===== config.mk =====
export PLATFORM = sky130hd
export DESIGN_NAME = uart_tx_port
export DESIGN_NICKNAME = d
export VERILOG_FILES = /design/src/rtl/uart_tx_port.sv
export SDC_FILE = /design/constraint.sdc
export NUM_CORES = 1
export LEC_CHECK = 0
export CAP_MARGIN = 40
export CORE_ASPECT_RATIO = 1.75
export CORE_MARGIN = 2
export CORE_UTILIZATION = 51
export CTS_BUF_LIST = sky130_fd_sc_hd__clkbuf_4 sky130_fd_sc_hd__clkbuf_8
export DETAILED_ROUTE_END_ITERATION = 10
export PLACE_DENSITY = 0.74
export SYNTH_ARGS = -nofsm -noshare
export SYNTH_HDL_FRONTEND = slang
export SYNTH_SLANG_ARGS = --single-unit

===== constraint.sdc =====
create_clock -name clk -period 3.5 [get_ports clk]
set_clock_uncertainty 0.1 [all_clocks]
set_input_delay 1.05 -clock clk [delete_from_list [all_inputs] [get_ports clk]]
set_output_delay 1.05 -clock clk [all_outputs]
set_load 0.01 [all_outputs]

===== src/rtl/uart_tx_port.sv =====
// uart_tx_port
//   Memory-mapped UART transmitter. The core writes bytes to TXDATA. Each byte goes into a
//   small TX FIFO and is sent as an 8N1 frame, LSB first. Firmware polls STATUS for FIFO
//   space and for dropped writes.
//
//   Register map (decode on address[WIDTH-1:2]):
//     BASE_ADDR     TXDATA  W: push wdata[7:0]          R: 0
//     BASE_ADDR+4   STATUS  W: wdata[3]=1 clears ovf    R: {count[7:0], overflow, full, empty, busy}
//
//   Ports
//     clk      core clock
//     nrst     asynchronous active-low reset
//     address  byte address from the core
//     wdata    write data from the core
//     enw      write strobe, sampled on posedge clk
//     hit      comb: address selects TXDATA or STATUS
//     rdata    comb read data, valid when hit
//     txd      serial line, idle high, driven from a flop
//     busy     frame in progress or FIFO not empty
//
//   state | meaning
//   IDLE  | line high, waiting for a byte in the FIFO
//   START | start bit (low) for DIV clocks
//   DATA  | 8 data bits, LSB first, DIV clocks each
//   STOP  | stop bit (high) for DIV clocks; may chain straight into the next START
module uart_tx_port #(
    parameter int              WIDTH      = 32,
    parameter int              CLK_RATE   = 25_000_000,
    parameter int              BAUD       = 115_200,
    parameter int              FIFO_DEPTH = 16,
    parameter logic [WIDTH-1:0] BASE_ADDR = 32'h0006_1A80
) (
    input  logic             clk,
    input  logic             nrst,
    input  logic [WIDTH-1:0] address,
    input  logic [WIDTH-1:0] wdata,
    input  logic             enw,
    output logic             hit,
    output logic [WIDTH-1:0] rdata,
    output logic             txd,
    output logic             busy
);

    localparam int DIV = (CLK_RATE + BAUD / 2) / BAUD;
    localparam int BCW = (DIV > 1) ? $clog2(DIV) : 1;
    localparam int AW  = $clog2(FIFO_DEPTH);
    localparam int CW  = AW + 1;

    localparam logic [WIDTH-1:0] STATUS_ADDR = BASE_ADDR + WIDTH'(4);

    typedef enum logic [1:0] {
        IDLE  = 2'd0,
        START = 2'd1,
        DATA  = 2'd2,
        STOP  = 2'd3
    } state_t;

    // ---------------------------------------------------------------- decode
    logic sel_tx;
    logic sel_st;

    assign sel_tx = (address[WIDTH-1:2] == BASE_ADDR[WIDTH-1:2]);
    assign sel_st = (address[WIDTH-1:2] == STATUS_ADDR[WIDTH-1:2]);
    assign hit    = sel_tx | sel_st;

    // Only wdata[7:0] and wdata[3] are consumed; byte lane bits of the address are don't-care.
    logic unused_bits;
    assign unused_bits = ^{address[1:0], wdata[WIDTH-1:8]};

    // ---------------------------------------------------------------- FIFO
    logic [7:0]    mem [FIFO_DEPTH];
    logic [AW-1:0] wr_ptr;
    logic [AW-1:0] rd_ptr;
    logic [CW-1:0] count;
    logic          full;
    logic          empty;
    logic          push_req;
    logic          push;
    logic          pop;
    logic          overflow;

    assign full     = (count == CW'(FIFO_DEPTH));
    assign empty    = (count == '0);
    assign push_req = enw & sel_tx;
    // A pop on the same edge frees the head slot, so a push at full is still accepted.
    assign push     = push_req & (~full | pop);

    // Contents need no reset: count/pointers define what is valid.
    always_ff @(posedge clk) begin
        if (push) begin
            mem[wr_ptr] <= wdata[7:0];
        end
    end

    always_ff @(posedge clk or negedge nrst) begin
        if (!nrst) begin
            wr_ptr   <= '0;
            rd_ptr   <= '0;
            count    <= '0;
            overflow <= 1'b0;
        end else begin
            if (push) begin
                wr_ptr <= wr_ptr + AW'(1);
            end
            if (pop) begin
                rd_ptr <= rd_ptr + AW'(1);
            end
            case ({push, pop})
                2'b10:   count <= count + CW'(1);
                2'b01:   count <= count - CW'(1);
                default: count <= count;
            endcase
            if (push_req & full & ~pop) begin
                overflow <= 1'b1;
            end else if (enw & sel_st & wdata[3]) begin
                overflow <= 1'b0;
            end
        end
    end

    // ---------------------------------------------------------------- serialiser
    state_t         state,    state_nx;
    logic [BCW-1:0] baud_cnt, baud_cnt_nx;
    logic [2:0]     bit_idx,  bit_idx_nx;
    logic [7:0]     shreg,    shreg_nx;
    logic           txd_q,    txd_nx;
    logic           bit_end;

    assign bit_end = (baud_cnt == '0);

    always_ff @(posedge clk or negedge nrst) begin
        if (!nrst) begin
            state    <= IDLE;
            baud_cnt <= '0;
            bit_idx  <= '0;
            shreg    <= '0;
            txd_q    <= 1'b1;
        end else begin
            state    <= state_nx;
            baud_cnt <= baud_cnt_nx;
            bit_idx  <= bit_idx_nx;
            shreg    <= shreg_nx;
            txd_q    <= txd_nx;
        end
    end

    // shreg shifts right as bits go out, so the next data bit is always shreg[0].
    always_comb begin
        state_nx    = state;
        baud_cnt_nx = baud_cnt;
        bit_idx_nx  = bit_idx;
        shreg_nx    = shreg;
        txd_nx      = txd_q;
        pop         = 1'b0;

        case (state)
            IDLE: begin
                txd_nx = 1'b1;
                if (!empty) begin
                    pop         = 1'b1;
                    shreg_nx    = mem[rd_ptr];
                    state_nx    = START;
                    baud_cnt_nx = BCW'(DIV - 1);
                    txd_nx      = 1'b0;
                end
            end
            START: begin
                if (bit_end) begin
                    state_nx    = DATA;
                    bit_idx_nx  = '0;
                    txd_nx      = shreg[0];
                    shreg_nx    = {1'b0, shreg[7:1]};
                    baud_cnt_nx = BCW'(DIV - 1);
                end else begin
                    baud_cnt_nx = baud_cnt - BCW'(1);
                end
            end
            DATA: begin
                if (bit_end) begin
                    baud_cnt_nx = BCW'(DIV - 1);
                    if (bit_idx == 3'd7) begin
                        state_nx = STOP;
                        txd_nx   = 1'b1;
                    end else begin
                        bit_idx_nx = bit_idx + 3'd1;
                        txd_nx     = shreg[0];
                        shreg_nx   = {1'b0, shreg[7:1]};
                    end
                end else begin
                    baud_cnt_nx = baud_cnt - BCW'(1);
                end
            end
            STOP: begin
                if (bit_end) begin
                    // Chain directly into the next start bit: no idle gap between frames.
                    if (!empty) begin
                        pop         = 1'b1;
                        shreg_nx    = mem[rd_ptr];
                        state_nx    = START;
                        baud_cnt_nx = BCW'(DIV - 1);
                        txd_nx      = 1'b0;
                    end else begin
                        state_nx = IDLE;
                        txd_nx   = 1'b1;
                    end
                end else begin
                    baud_cnt_nx = baud_cnt - BCW'(1);
                end
            end
            default: begin
                state_nx = IDLE;
                txd_nx   = 1'b1;
            end
        endcase
    end

    // ---------------------------------------------------------------- outputs
    assign txd  = txd_q;
    assign busy = (state != IDLE) | ~empty;

    logic [7:0] count8;
    assign count8 = 8'(count);

    always_comb begin
        rdata = '0;
        if (sel_st) begin
            rdata = WIDTH'({count8, overflow, full, empty, busy});
        end
    end

endmodule


==> results of run 1 <==
==> layout make-up <==
cell class	instances	area (um^2)
Timing Repair Buffer	109	1040
Clock inverter	15	189
Tap cell	180	225
Inverter	10	37.5
Sequential cell	164	4750
Multi-Input combinational cell	282	2610
Clock buffer	17	234
Fill cell	999	5220
==> per-layer routing <==
metal	part of all wire (%)	track usage, %	up-vias
li1	-	-	2045
met1	36	22.2	2296
met2	59	40.5	82
met3	2.2	3.92	25
met4	2.2	7.31	0
met5	0	0	-
==> stage by stage <==
step	cells	instance area, um^2	setup WS [ns]
after detailed placement	728	8480	-0.680
after global routing	777	9080	-0.201
after global placement	728	8480	-0.678
final	777	9080	-0.0513
after CTS	776	9010	-0.0342
after floorplan	503	7560	-0.117
==> state kept, by name, indices dropped and copies added (netlist names) <==
name	cells
shreg	8
mem	128
baud_cnt	8
wr_ptr	4
count	5
txd	1
overflow	1
rd_ptr	4
bit_idx	3
state	2
==> cell families (layout without fill, tap and decap cells) <==
kind of cell | Yosys count | count (layout) | share of synthesized area [%]
AO/OA/AOI/OAI | 89 | 89 | 7.83
XOR/XNOR | 12 | 12 | 1.42
adder cells (fa/ha/maj) | 16 | 16 | 2.70
buffers and inverters | 57 | 151 | 4.26
flip-flops | 164 | 164 | 64.1
multiplexers | 37 | 37 | 10.5
other | 1 | 23 | 0.0507
AND/OR/NAND/NOR | 105 | 105 | 9.14
==> power by group through the flow <==
stage / registers [mW] / clock network [mW] / logic, mW
after floorplan: 2.15 / 0 / 0.0645
after global placement: 2.16 / 0 / 0.129
after detailed placement: 2.16 / 0 / 0.135
after CTS: 2.11 / 1.42 / 0.129
after global routing: 2.11 / 1.50 / 0.147
final: 2.11 / 1.39 / 0.134
==> path summary, 6_finish.rpt <==
kind / start / endpoint / slack [ns] / cells past startpoint
min in group asynchronous: nrst / count[2] / 0.59 / 1
max reg2reg: state[0] / count[4] / 0.16 / 13
max in group asynchronous: nrst / rd_ptr[0] / 2.11 / 1
min: shreg[7] / shreg[7] / 0.42 / 1
max: address[7] / rdata[5] / -0.05 / 8
min reg2reg: shreg[7] / shreg[7] / 0.42 / 1
==> layout by cell type (no fill, tap or decap), types with 14 or more instances in the layout <==
master / netlist / layout
dfrtp_1: 35 / 34
clkbuf_8: 0 / 17
buf_4: 23 / 41
ha_1: 16 / 14
nand2_1: 16 / 15
a22oi_1: 16 / 16
conb_1: 1 / 23
nor2_1: 19 / 18
buf_12: 0 / 14
a21oi_1: 33 / 32
mux4_2: 32 / 32
edfxtp_1: 128 / 128
==> what timing repair did <==
item,CTS,global route
setup buffers,17,4
hold buffers,0,0
resized for setup,116,40
pin swaps,12,15
endpoints found under the setup margin,13,17
==> flow_summary.yaml, run 1 <==
status:
  status: "finished with violations"
  violations: "setup timing"
drt:
  wirelength_um: 15600
  num_vias: 4448
  routed_via_density: 5.72
  drc: 0
  drt_iter0_drc: 250
  dr.pass1.iters: 5
  detail-route-antenna-nets: 0
  post_drt_wl_per_cell_um: 20.1
place:
  io_buffers: 52
  gp_congestion: 0.824
  dp_hpwl_um: 10900
job:
  maxCapViolations: 0
pwr:
  netSwitchingPower_uw: 915
  vdd_drop_max_v: 0.000245
  p_leak_nw: 3.48
  p_comb_share_pct: 3.7
  p_total_mw: 3.64
  clock_power_share_pct: 38.3
  p_sw_share_pct: 25.1
  power_density_nw_per_um2: 401
  intPower_mw: 2.72
  power_frac_seq_pct: 58.1
cts:
  cts_num_sinks: 164
  insertion_delay_ns: 0.45
  clkTransAtPathRegs_ns: 0.09
  cts_tree: "built"
  ctsLongestPathBuffers: 2
  htreeDepth: 4
  root_buffer: "clkbuf_8"
  cts_buffers: 17
synth:
  synthArstFlopShare_pct: 22.0
  yosys.area.top_type: "edfxtp_1"
  ys_seq_elements: 164
  synth_edf_count: 128
  yosysSeqAreaShare_pct: 64.1
  ys.flop_type: "edfxtp_1"
  syn_area_per_cell_um2: 15.4
  synth_area_leaders: "edfxtp_1 52%, dfrtp_1 12%, mux4_2 9.7%"
  synth.distinct_cells: 69
  yosysMostFrequentCell: "edfxtp_1"
  synth-warning-count: 0
  synth_top_area_share_pct: 51.9
  synth_common_cells: "128 x edfxtp_1, 35 x dfrtp_1, 33 x a21oi_1"
  synth_cells: 481
  syn_area_um2: 7400
worst_setup_path:
  path_delay_family: "simple AND/OR/NAND/NOR gates"
  crit_type: "input port to output pin"
  cp_slowest_stage_delay_ns: 0.23
  cp_common_cell: "buf_6"
  cp_slowest_cell: "nor4b_4"
  critPathArrivalTime_ns: 2.40
  cp-end-kind: "output pin"
  cp_cell_sequence: "clkdlybuf4s15_1 -> nor4b_4 -> nand3b_1 -> nor3_4 -> buf_6 -> buf_6 -> and3_4 -> buf_6"
  cp-start-kind: "input port"
  crit_required_ns: 2.35
  crit_buf_inv: 4
  cp_max_fo: 5
timing:
  finalCriticalPeriod_ns: 3.55
  hold-worst-slack_ns: 0.424
  min_period_over_period_pct: 101
  worstMarginPinSlew_ns: 0.872
  final_hold_viol_count: 0
  max-slew-margin-rel_pct: 41.9
  rsz0062_at_grt: "yes"
  drv_slew: 0
  fmax_ghz: 0.282
  fin_ws_ns: -0.0513
  tns_ns: -0.308
  setup_viol: 8
final_layout:
  layout.nets: 667
  drive_gt1_share_pct: 33.8
  synthToLayoutAreaGrowth_pct: 22.7
  final_core_util_pct: 63.5
  antenna_cells: 0
grt:
  grt_pass1_wl_um: 24200
  grt_usage_pct: 21.1
  overflow: 0
  grt_pass1_vias: 4698
  antenna_found_initial: 0
  grt_max_degree: 37
floorplan:
  io_pins: 102
  start_util_pct: 51.8
  die_area_um2: 15500
  core-area_um2: 14300
  rows: 58
  die_w_um: 95.1
  die_h_um: 163
worst_hold_path:
  min_path_type: "flop to flop"
No activity file was read; power rests on OpenSTA's default activity.
==> run 2: changes to the inputs <==
CORE_UTILIZATION = 60   (was 51)
DONT_BUFFER_PORTS = 1   (was unset)
PLACE_DENSITY = 0.75   (was 0.74)
==> flow_summary.yaml, run 2 (synthesis gave the netlist of run 1 again) <==
status:
  status: "finished clean"
timing:
  rsz0062_at_grt: "yes"
  final_hold_viol_count: 0
  tns_ns: 0
  fin_ws_ns: 0.124
  hold-worst-slack_ns: 0.185
  min_period_over_period_pct: 96.4
  drv_slew: 0
  max-slew-margin-rel_pct: 58.0
  worstMarginPinSlew_ns: 0.629
  fmax_ghz: 0.296
  finalCriticalPeriod_ns: 3.38
  setup_viol: 0
worst_hold_path:
  min_path_type: "input port to async pin"
final_layout:
  layout.nets: 574
  largest_reg_flops: 128
  antenna_cells: 0
  largest-register: "mem"
  synthToLayoutAreaGrowth_pct: 7.59
  drive_gt1_share_pct: 23.4
  final_cell_mix: "128 x edfxtp_1, 34 x dfrtp_1, 32 x a21oi_1, 32 x mux4_2, 23 x conb_1"
  fillCellCount: 799
  final_common_cell: "edfxtp_1"
  top_regs: "mem x128, baud_cnt x8, shreg x8"
  final_core_util_pct: 66.4
grt:
  overflow: 0
  grt_usage_pct: 22.3
  grt_pass1_vias: 4169
  antenna_found_initial: 0
  grt_pass1_wl_um: 21600
  grt_max_degree: 37
floorplan:
  die_h_um: 151
  die_w_um: 88.0
  rows: 53
  core-area_um2: 12000
  die_area_um2: 13300
  io_pins: 102
  start_util_pct: 61.7
drt:
  wirelength_um: 13800
  detail-route-antenna-nets: 0
  dr.pass1.iters: 7
  num_vias: 4014
  routed_via_density: 6.00
  drc: 0
  post_drt_wl_per_cell_um: 20.6
  drt_iter0_drc: 162
worst_setup_path:
  r2r_start: "baud_cnt[0]"
  cp-end-kind: "output pin"
  path_delay_family: "simple AND/OR/NAND/NOR gates"
  cp-start-kind: "input port"
  cp_max_fo: 10
  timing.rr.end: "count[4]"
  r2r_setup_slack_ns: 0.26
  critPathArrivalTime_ns: 2.23
  crit_type: "input port to output pin"
  cp_slowest_cell: "nor4_1"
  cp_cell_sequence: "nor4_1 -> nand4_1 -> nor3_2 -> buf_4 -> nand2_1 -> a21oi_2"
  ff2ff_path_depth: 13
  crit_buf_inv: 1
  crit_start: "address[25]"
  critical_path_depth: 6
  crit_end: "rdata[0]"
  crit_required_ns: 2.35
  cp_slowest_stage_delay_ns: 0.27
place:
  place_ws_ns: -0.0134
  gp_congestion: 0.870
  dp_hpwl_um: 9820
  io_buffers: 0
pwr:
  power_density_nw_per_um2: 423
  p_leak_nw: 2.91
  vdd_drop_max_v: 0.000364
  p_total_mw: 3.37
cts:
  cts_tree: "built"
  root_buffer: "clkbuf_8"
  cts_buffers: 17
  htreeDepth: 4
  ctsLongestPathBuffers: 2
  clkTransAtPathRegs_ns: 0.09
  cts_num_sinks: 164
  insertion_delay_ns: 0.45
  postCtsHoldBufs: 0
job:
  maxCapViolations: 0
-- run 2: cell count changes in the layout (fill, tap and decap cells not counted), moves of 5 or more --
cell             previous run  this run
buf_12                     14         1
clkdlybuf4s50_1            12         0
inv_8                       5         0
clkbuf_2                    9         0
buf_2                      13         0
clkdlybuf4s15_1             5         0
buf_6                      12         0
buf_4                      41        15
-- run 2: routing by layer --
| metal | vias up | routed length, um | GRT usage [%] |
|---|---|---|---|
| met5 | - | 0 | 0 |
| li1 | 1873 | - | - |
| met4 | 0 | 169 | 8.92 |
| met2 | 88 | 8150 | 41.5 |
| met3 | 17 | 468 | 4.58 |
| met1 | 2036 | 5000 | 24.3 |
-- run 2: through the flow --
| stage | instance area (um^2) | std cells |
|---|---|---|
| after floorplan | 7560 | 503 |
| after global placement | 7610 | 637 |
| after detailed placement | 7610 | 637 |
| after CTS | 7960 | 669 |
| after global routing | 7970 | 669 |
| final | 7970 | 669 |
-- run 2: final cells by class --
class | count | area [um^2] | share of cell area, %
Sequential cell | 164 | 4750 | 59.6
Multi-Input combinational cell | 282 | 2500 | 31.3
Clock buffer | 18 | 241 | 3.03
Tap cell | 165 | 206 | 2.59
Timing Repair Buffer | 16 | 133 | 1.67
Clock inverter | 14 | 104 | 1.30
Inverter | 10 | 37.5 | 0.471
-- run 2: what timing repair did --
item / CTS / global route
gates resized for setup: 0 / 4
endpoints found under the setup margin: 0 / 3
setup buffers: 0 / 0
hold endpoints to repair: 0 / 0
-- run 2: worst min-delay path by stage --
stage	endpoint	start	slack (ns)
2_1_floorplan	bit_idx[1]	bit_idx[1]	0.38
3_3_place_gp	bit_idx[1]	bit_idx[1]	0.39
3_5_place_dp	bit_idx[2]	bit_idx[2]	0.41
4_1_cts	baud_cnt[2]	nrst	0.15
5_1_grt	shreg[1]	nrst	0.15
6_report	baud_cnt[2]	nrst	0.18
-- run 2: power by group --
part / total (mW) / switching [mW] / internal, mW
clock network: 1.20 / 0.697 / 0.504
logic: 0.0534 / 0.0324 / 0.0210
registers: 2.11 / 0.00620 / 2.11
total: 3.37 / 0.736 / 2.63
==> run 3: changes to the inputs <==
CORE_UTILIZATION = 55   (was 60)
PLACE_DENSITY = 0.69   (was 0.75)
==> flow_summary.yaml, run 3 (synthesis gave the netlist of run 1 again) <==
timing:
  setup_viol: 0
  fin_ws_ns: 0.145
  tns_ns: 0
  drv_slew: 0
  final_hold_viol_count: 0
  finalCriticalPeriod_ns: 3.35
  min_period_over_period_pct: 95.8
  hold-worst-slack_ns: 0.197
  max-slew-margin-rel_pct: 54.1
  worstMarginPinSlew_ns: 0.687
  fmax_ghz: 0.298
final_layout:
  synthToLayoutAreaGrowth_pct: 8.32
  multiInputGateArea_um2: 2520
  antenna_cells: 0
  fillCellCount: 1033
  final_common_cell: "edfxtp_1"
  post_layout_nonfiller_instances: 679
  top_regs: "mem x128, baud_cnt x8, shreg x8"
  largest_reg_flops: 128
  drive_gt1_share_pct: 25.0
  largest-register: "mem"
  final_core_util_pct: 60.2
  layout.nets: 576
  final_cell_mix: "128 x edfxtp_1, 33 x dfrtp_1, 32 x a21oi_1, 32 x mux4_2, 23 x conb_1"
  seqCellArea_um2: 4750
  design_area_um2: 8020
place:
  io_buffers: 0
  gp_congestion: 0.770
  dp_hpwl_um: 10100
  place_ws_ns: -0.0521
  placedCellCount: 647
  postPlaceCellArea_um2: 7620
floorplan:
  core-area_um2: 13300
  die_h_um: 157
  io_pins: 102
  start_util_pct: 55.6
  die_area_um2: 14400
  rows: 56
  die_w_um: 91.7
worst_setup_path:
  cp_max_fo: 10
  timing.rr.end: "count[4]"
  r2r_setup_slack_ns: 0.24
  crit_type: "input port to output pin"
  r2r_start: "baud_cnt[0]"
  crit_required_ns: 2.35
  crit_start: "address[19]"
  critPathArrivalTime_ns: 2.20
  crit_end: "rdata[0]"
  cp-start-kind: "input port"
  ff2ff_path_depth: 14
  cp-end-kind: "output pin"
grt:
  grt_pass1_wl_um: 22800
  overflow: 0
  grt_usage_pct: 21.0
  grt_pass1_vias: 4321
  antenna_found_initial: 0
  grt_max_degree: 37
cts:
  insertion_delay_ns: 0.43
  cts_num_sinks: 164
  cts_buffers: 17
  clkTransAtPathRegs_ns: 0.09
  htreeDepth: 4
  cts_tree: "built"
  ctsLongestPathBuffers: 2
  root_buffer: "clkbuf_8"
drt:
  num_vias: 4046
  dr.pass1.iters: 4
  detail-route-antenna-nets: 0
  drt_iter0_drc: 251
  routed_via_density: 5.96
  post_drt_wl_per_cell_um: 21.0
  wirelength_um: 14300
  drc: 0
pwr:
  p_leak_nw: 2.92
  power_density_nw_per_um2: 422
  vdd_drop_max_v: 0.000320
  p_total_mw: 3.39
job:
  maxCapViolations: 0
worst_hold_path:
  min_path_type: "input port to async pin"
status:
  status: "finished clean"
run 3: cell count changes in the layout (fill, tap and decap cells not counted), sizes merged:
cell	before	now
clkinv	9	5
buf	16	18
clkbuf	18	17
clkinvlp	1	2
inv	14	17
run 3: final cells by class:
class | instances | area share [%]
clock inverters | 14 | 1.48
multi-input cells | 282 | 31.5
clock buffers | 17 | 2.92
flip-flops and latches | 164 | 59.2
repair buffers | 18 | 1.73
inverters | 10 | 0.468
well taps | 174 | 2.71
run 3: critical path, cell delays in order:
cell,delay [ns]
nor4bb_2,0.25
nand4_1,0.17
nor3_2,0.31
buf_6,0.18
nand2_2,0.08
a21oi_2,0.16
run 3: routing by layer:
metal  GRT usage (%)  part of all wire (%)  vias up  wire length [um]
li1                -                     -     1868                 -
met1            22.5                    36     2085              5190
met2            40.5                    59       81              8460
met3            4.45                   3.0       12               433
met4            6.82                   1.2        0               168
met5               0                     0        -                 0
run 3: timing repair:
| item | in CTS | in global routing |
|---|---|---|
| hold buffers | 0 | 0 |
| setup buffers | 0 | 1 |
| gates resized for setup | 0 | 11 |
| setup endpoints to repair | 0 | 4 |
run 3: power breakdown:
part	total [mW]	switching, mW	internal, mW	leakage [nW]
logic	0.0532	0.0317	0.0215	1.11
clock network	1.22	0.714	0.508	0.176
registers	2.11	0.00544	2.11	1.64
run 3: how the worst min path moves through the flow:
stage	end	slack [ns]	cells past startpoint
4_1_cts	count[1]	0.16	0
3_3_place_gp	bit_idx[1]	0.39	1
6_report	count[2]	0.20	0
2_1_floorplan	bit_idx[1]	0.38	1
5_1_grt	count[1]	0.16	0
3_5_place_dp	shreg[7]	0.41	1
==> RTL change 1: new RTL, config.mk and constraints of run 1 <==
Compare `count` against `CW'(FIFO_DEPTH)` with >= in place of ==.
--- a/src/rtl/uart_tx_port.sv
+++ b/src/rtl/uart_tx_port.sv
@@ -79,7 +79,7 @@
     logic          pop;
     logic          overflow;
 
-    assign full     = (count == CW'(FIFO_DEPTH));
+    assign full     = (count >= CW'(FIFO_DEPTH));
     assign empty    = (count == '0);
     assign push_req = enw & sel_tx;
     // A pop on the same edge frees the head slot, so a push at full is still accepted.
Behaviour: same outputs for any inputs over 10 cycles, from zero or initial values and one cycle with nrst low; that may be too few to reach the edited logic, so the function may still have changed.
==> RTL change 1 against run 1 <==
Total power decreased by 4.3%; setup slack improved by 0.12 ns; highest routed layer unchanged; design area decreased by 1.9%; wire length about the same; combinational power decreased by 32%; worst hold slack got worse by 0.14 ns; sequential share of layout area increased by 1.0 points; synthesized area increased by 0.78%; sequential cell count unchanged; largest cell class unchanged.
==> RTL change 1: results (changes against run 1) <==
| Metric | Value |
|---|---|
| GR Layer Usage met3 | `4.40% (was 3.92%)` |
| Total GRT Usage | `20.9% (was 21.1%)` |
| M1 WL | `5530 µm (was 5650 µm)` |
| Nets@finish | `675 (was 667)` |
| Mux cell area share after synthesis | `10.8% (was 10.5%)` |
| GR met1 Demand/Resource | `22.0% (was 22.2%)` |
| Hpwl dp | `11100 µm (was 10900 µm)` |
| Status | `completed (was finished, violations left)` |
| DR WL met2 | `9130 µm (was 9280 µm)` |
| Worst slack, placed | `-0.774 ns (was -0.680 ns)` |
| Routed met3 length | `534 µm (was 351 µm)` |
| Share of the synthesized area in the top cell type | `51.5% (was 51.9%)` |
| Netlist cell types | `61 (was 69)` |
| Worst Path Arrival | `2.29 ns (was 2.40 ns)` |
| CP Max Fanout | `4 (was 5)` |
| Post-synthesis compound-gate area fraction | `8.25% (was 7.82%)` |
| Synth top area cells | `edfxtp_1 (52%), dfrtp_1 (12%), mux4_2 (9.1%), ha_1 (2.9%), buf_4 (2.3%) (was edfxtp_1 (52%), dfrtp_1 (12%), mux4_2 (9.7%), ha_1 (2.7%), buf_4 (2.3%))` |
| M2 GR Usage | `39.5% (was 40.5%)` |
| Tightest Pin Transition | `0.724 ns (was 0.872 ns)` |
| Synth cell count leaders | `edfxtp_1 (128), dfrtp_1 (35), a21oi_1 (31) (was edfxtp_1 (128), dfrtp_1 (35), a21oi_1 (33))` |
| Critical Path Source | `address[27] (was address[7])` |
| Seq/Total Area, Yosys | `63.6% (was 64.1%)` |
| Global-route wire length before repair | `24100 µm (was 24200 µm)` |
| Slowest-stage cell, CP | `nor4_4 (was nor4b_4)` |
| Vias in the first global route | `4707 (was 4698)` |
| Worst hold path type | `primary input to asynchronous set/reset pin (was flip-flop to flip-flop)` |
| Routability Congestion | `0.751 (was 0.824)` |
| R2R setup slack | `0.26 ns (was 0.16 ns)` |
[RTL change 1: cell count changes in the layout (fill, tap and decap cells not counted), moves of 5 or more]
| cell | before | now |
|---|---|---|
| buf_4 | 41 | 27 |
| nand2_1 | 15 | 21 |
| buf_6 | 12 | 7 |
| and3_2 | 5 | 0 |
| o21ai_0 | 10 | 15 |
| mux2i_1 | 0 | 7 |
| nand3_1 | 0 | 6 |
| nor2_1 | 18 | 23 |
[RTL change 1: worst min-delay path by stage]
stage / cells after the start / endpoint
floorplan: 2 / baud_cnt[1]$_DFF_PN0_
global placement: 2 / baud_cnt[1]$_DFF_PN0_
detailed placement: 1 / shreg[7]$_DFFE_PN0P_
CTS: 2 / baud_cnt[1]$_DFF_PN0_
global route: 1 / count[0]$_DFFE_PN0P_
finish: 1 / count[0]$_DFFE_PN0P_
[RTL change 1: area by class of cell]
type / instances / area, µm²
Fill cell: 1081 / 5460
Clock buffer: 18 / 241
Clock inverter: 14 / 131
Sequential cell: 164 / 4750
Tap cell: 180 / 225
Timing Repair Buffer: 95 / 931
Multi-Input combinational cell: 301 / 2590
Inverter: 12 / 47.5
[RTL change 1: power by group]
part / internal, W / switching [W]
Clock: 0.000534 / 0.000758
Combinational: 0.0000355 / 0.0000554
Sequential: 0.00210 / 0.000000000000561
Total: 0.00267 / 0.000814
[RTL change 1: timing repair]
action                     in CTS  in global routing
setup buffers                   1                  0
pin swaps                      15                 12
setup endpoints to repair      11                 11
resized for setup              98                 40
[RTL change 1: metrics by stage]
step	hold slack, ns	total power (W)	cells	instance area, µm²
6_report	0.284	0.00348	784	8910
5_1_grt	0.270	0.00359	784	8910
4_1_cts	0.429	0.00350	783	8860
3_5_place_dp	0.406	0.00223	750	8520
3_3_place_gp	0.389	0.00223	750	8520
2_1_floorplan	0.373	0.00218	525	7600
==> RTL change 2: new RTL, settings of run 1 <==
Without the edit above. `WIDTH`: 32 -> 48.
--- a/src/rtl/uart_tx_port.sv
+++ b/src/rtl/uart_tx_port.sv
@@ -24,7 +24,7 @@
 //   DATA  | 8 data bits, LSB first, DIV clocks each
 //   STOP  | stop bit (high) for DIV clocks; may chain straight into the next START
 module uart_tx_port #(
-    parameter int              WIDTH      = 32,
+    parameter int              WIDTH      = 48,
     parameter int              CLK_RATE   = 25_000_000,
     parameter int              BAUD       = 115_200,
     parameter int              FIFO_DEPTH = 16,
Ports: changed (resized address, rdata and wdata); port bits go from 102 to 150. The function was not compared with the original's and may differ.
==> RTL change 2 against run 1 <==
Worst hold slack worse by 0.017 ns; wire length decreased by 2.0%; clock power decreased by 5%; register-to-register slack improved by 0.10 ns; total power is 2.9% lower; synthesized area increased by 2.6%; via count increased by 2.2%; the run still ends with setup timing left; highest routed layer unchanged; die area is 2.5% higher; sequential cell count did not move; setup slack worse by 0.045 ns; design area is 0.66% lower; largest cell class unchanged.
==> RTL change 2: results (changes against run 1) <==
| Metric | Value |
|---|---|
| Synth Area in XOR/XNOR | `1.50% (was 1.42%)` |
| Slew headroom | `48.5% (was 41.9%)` |
| Setup TNS | `-0.427 ns (was -0.308 ns)` |
| Status | `finished, violations left (unchanged)` |
| Final setup viols | `5 (was 8)` |
| Seq/Total Area, Yosys | `62.5% (was 64.1%)` |
| Fraction of layout cells with a size suffix above 1 | `27.6% (was 33.8%)` |
| CP Capture Point | `rdata[0] (was rdata[5])` |
| Total GRT Usage | `20.7% (was 21.1%)` |
| IO Port Bufs | `68 (was 52)` |
| Worst slack, placed | `-0.864 ns (was -0.680 ns)` |
| Total iterations of the first detailed-routing run | `4 (was 5)` |
| Global-route wire length before repair | `24200 µm (about the same)` |
| Synth Area in Adders | `2.80% (was 2.70%)` |
| Synth cell count leaders | `edfxtp_1 (128), buf_4 (43), dfrtp_1 (35) (was edfxtp_1 (128), dfrtp_1 (35), a21oi_1 (33))` |
| Violated checks | `setup timing (unchanged)` |
| Mux cell area share after synthesis | `10.3% (was 10.5%)` |
| Worst Path Arrival | `2.45 ns (was 2.40 ns)` |
| Hpwl dp | `11100 µm (was 10900 µm)` |
| R2R depth | `14 (was 13)` |
| Final WS setup | `-0.0959 ns (was -0.0513 ns)` |
| Nets@finish | `723 (was 667)` |
| Post-synthesis compound-gate area fraction | `7.63% (was 7.82%)` |
| Critical Path Source | `address[33] (was address[7])` |
| Vias in the first global route | `4724 (was 4698)` |
[RTL change 2: layout make-up]
| cell class | count | area [µm²] |
|---|---|---|
| Clock buffer | 17 | 234 |
| Inverter | 16 | 62.6 |
| Clock inverter | 15 | 151 |
| Fill cell | 1097 | 5670 |
| Multi-Input combinational cell | 312 | 2680 |
| Sequential cell | 164 | 4750 |
| Timing Repair Buffer | 96 | 916 |
| Tap cell | 183 | 229 |
[RTL change 2: per-layer routing]
layer | up-vias | wire length [µm] | track usage [%]
met5 | - | 0 | 0
met4 | 0 | 459 | 8.38
met3 | 36 | 542 | 4.36
met2 | 128 | 8760 | 37.7
met1 | 2280 | 5540 | 23.0
li1 | 2100 | - | -
[RTL change 2: worst min-delay path by stage]
stage / to / depth (start not counted)
6_report: overflow$_DFFE_PN0P_ / 1
5_1_grt: overflow$_DFFE_PN0P_ / 1
3_5_place_dp: overflow$_DFFE_PN0P_ / 1
2_1_floorplan: overflow$_DFFE_PN0P_ / 1
3_3_place_gp: overflow$_DFFE_PN0P_ / 1
4_1_cts: overflow$_DFFE_PN0P_ / 1
[RTL change 2: critical path, cell delays in order]
cell and delay, ns:
clkdlybuf4s15_1 0.20, nor4_4 0.26, nand4_1 0.18, nor4_4 0.21, nand2_2 0.17, buf_6 0.15
a21oi_2 0.09, buf_2 0.14
[RTL change 2: report_power, final]
part / internal, W / switching (W) / total, W / leakage [nW]
clock: 0.000537 / 0.000782 / 0.00132 / 0.192
sequential: 0.00210 / 0 / 0.00210 / 1.59
combinational: 0.0000479 / 0.0000670 / 0.000115 / 1.59
total: 0.00268 / 0.000849 / 0.00353 / 3.37
[RTL change 2: repair_timing]
item                       in CTS  in global routing
buffers inserted                3                  1
setup endpoints to repair      13                 12
gates resized for setup       165                 17
pin swaps                      18                 10
[RTL change 2: cell families after synthesis]
| group | count (synthesis) |
|---|---|
| other cells | 1 |
| buf+inv | 74 |
| xor+xnor | 13 |
| mux | 40 |
| flops | 164 |
| simple gates | 115 |
| compound gates | 88 |
| fa+ha+maj | 17 |
[RTL change 2: stage by stage]
step / utilization [%] / std cells
after floorplan: - / 550
after global placement: 58.6 / 767
after detailed placement: 58.7 / 768
after CTS: 61.2 / 803
after global routing: 61.4 / 803
final: 61.4 / 803
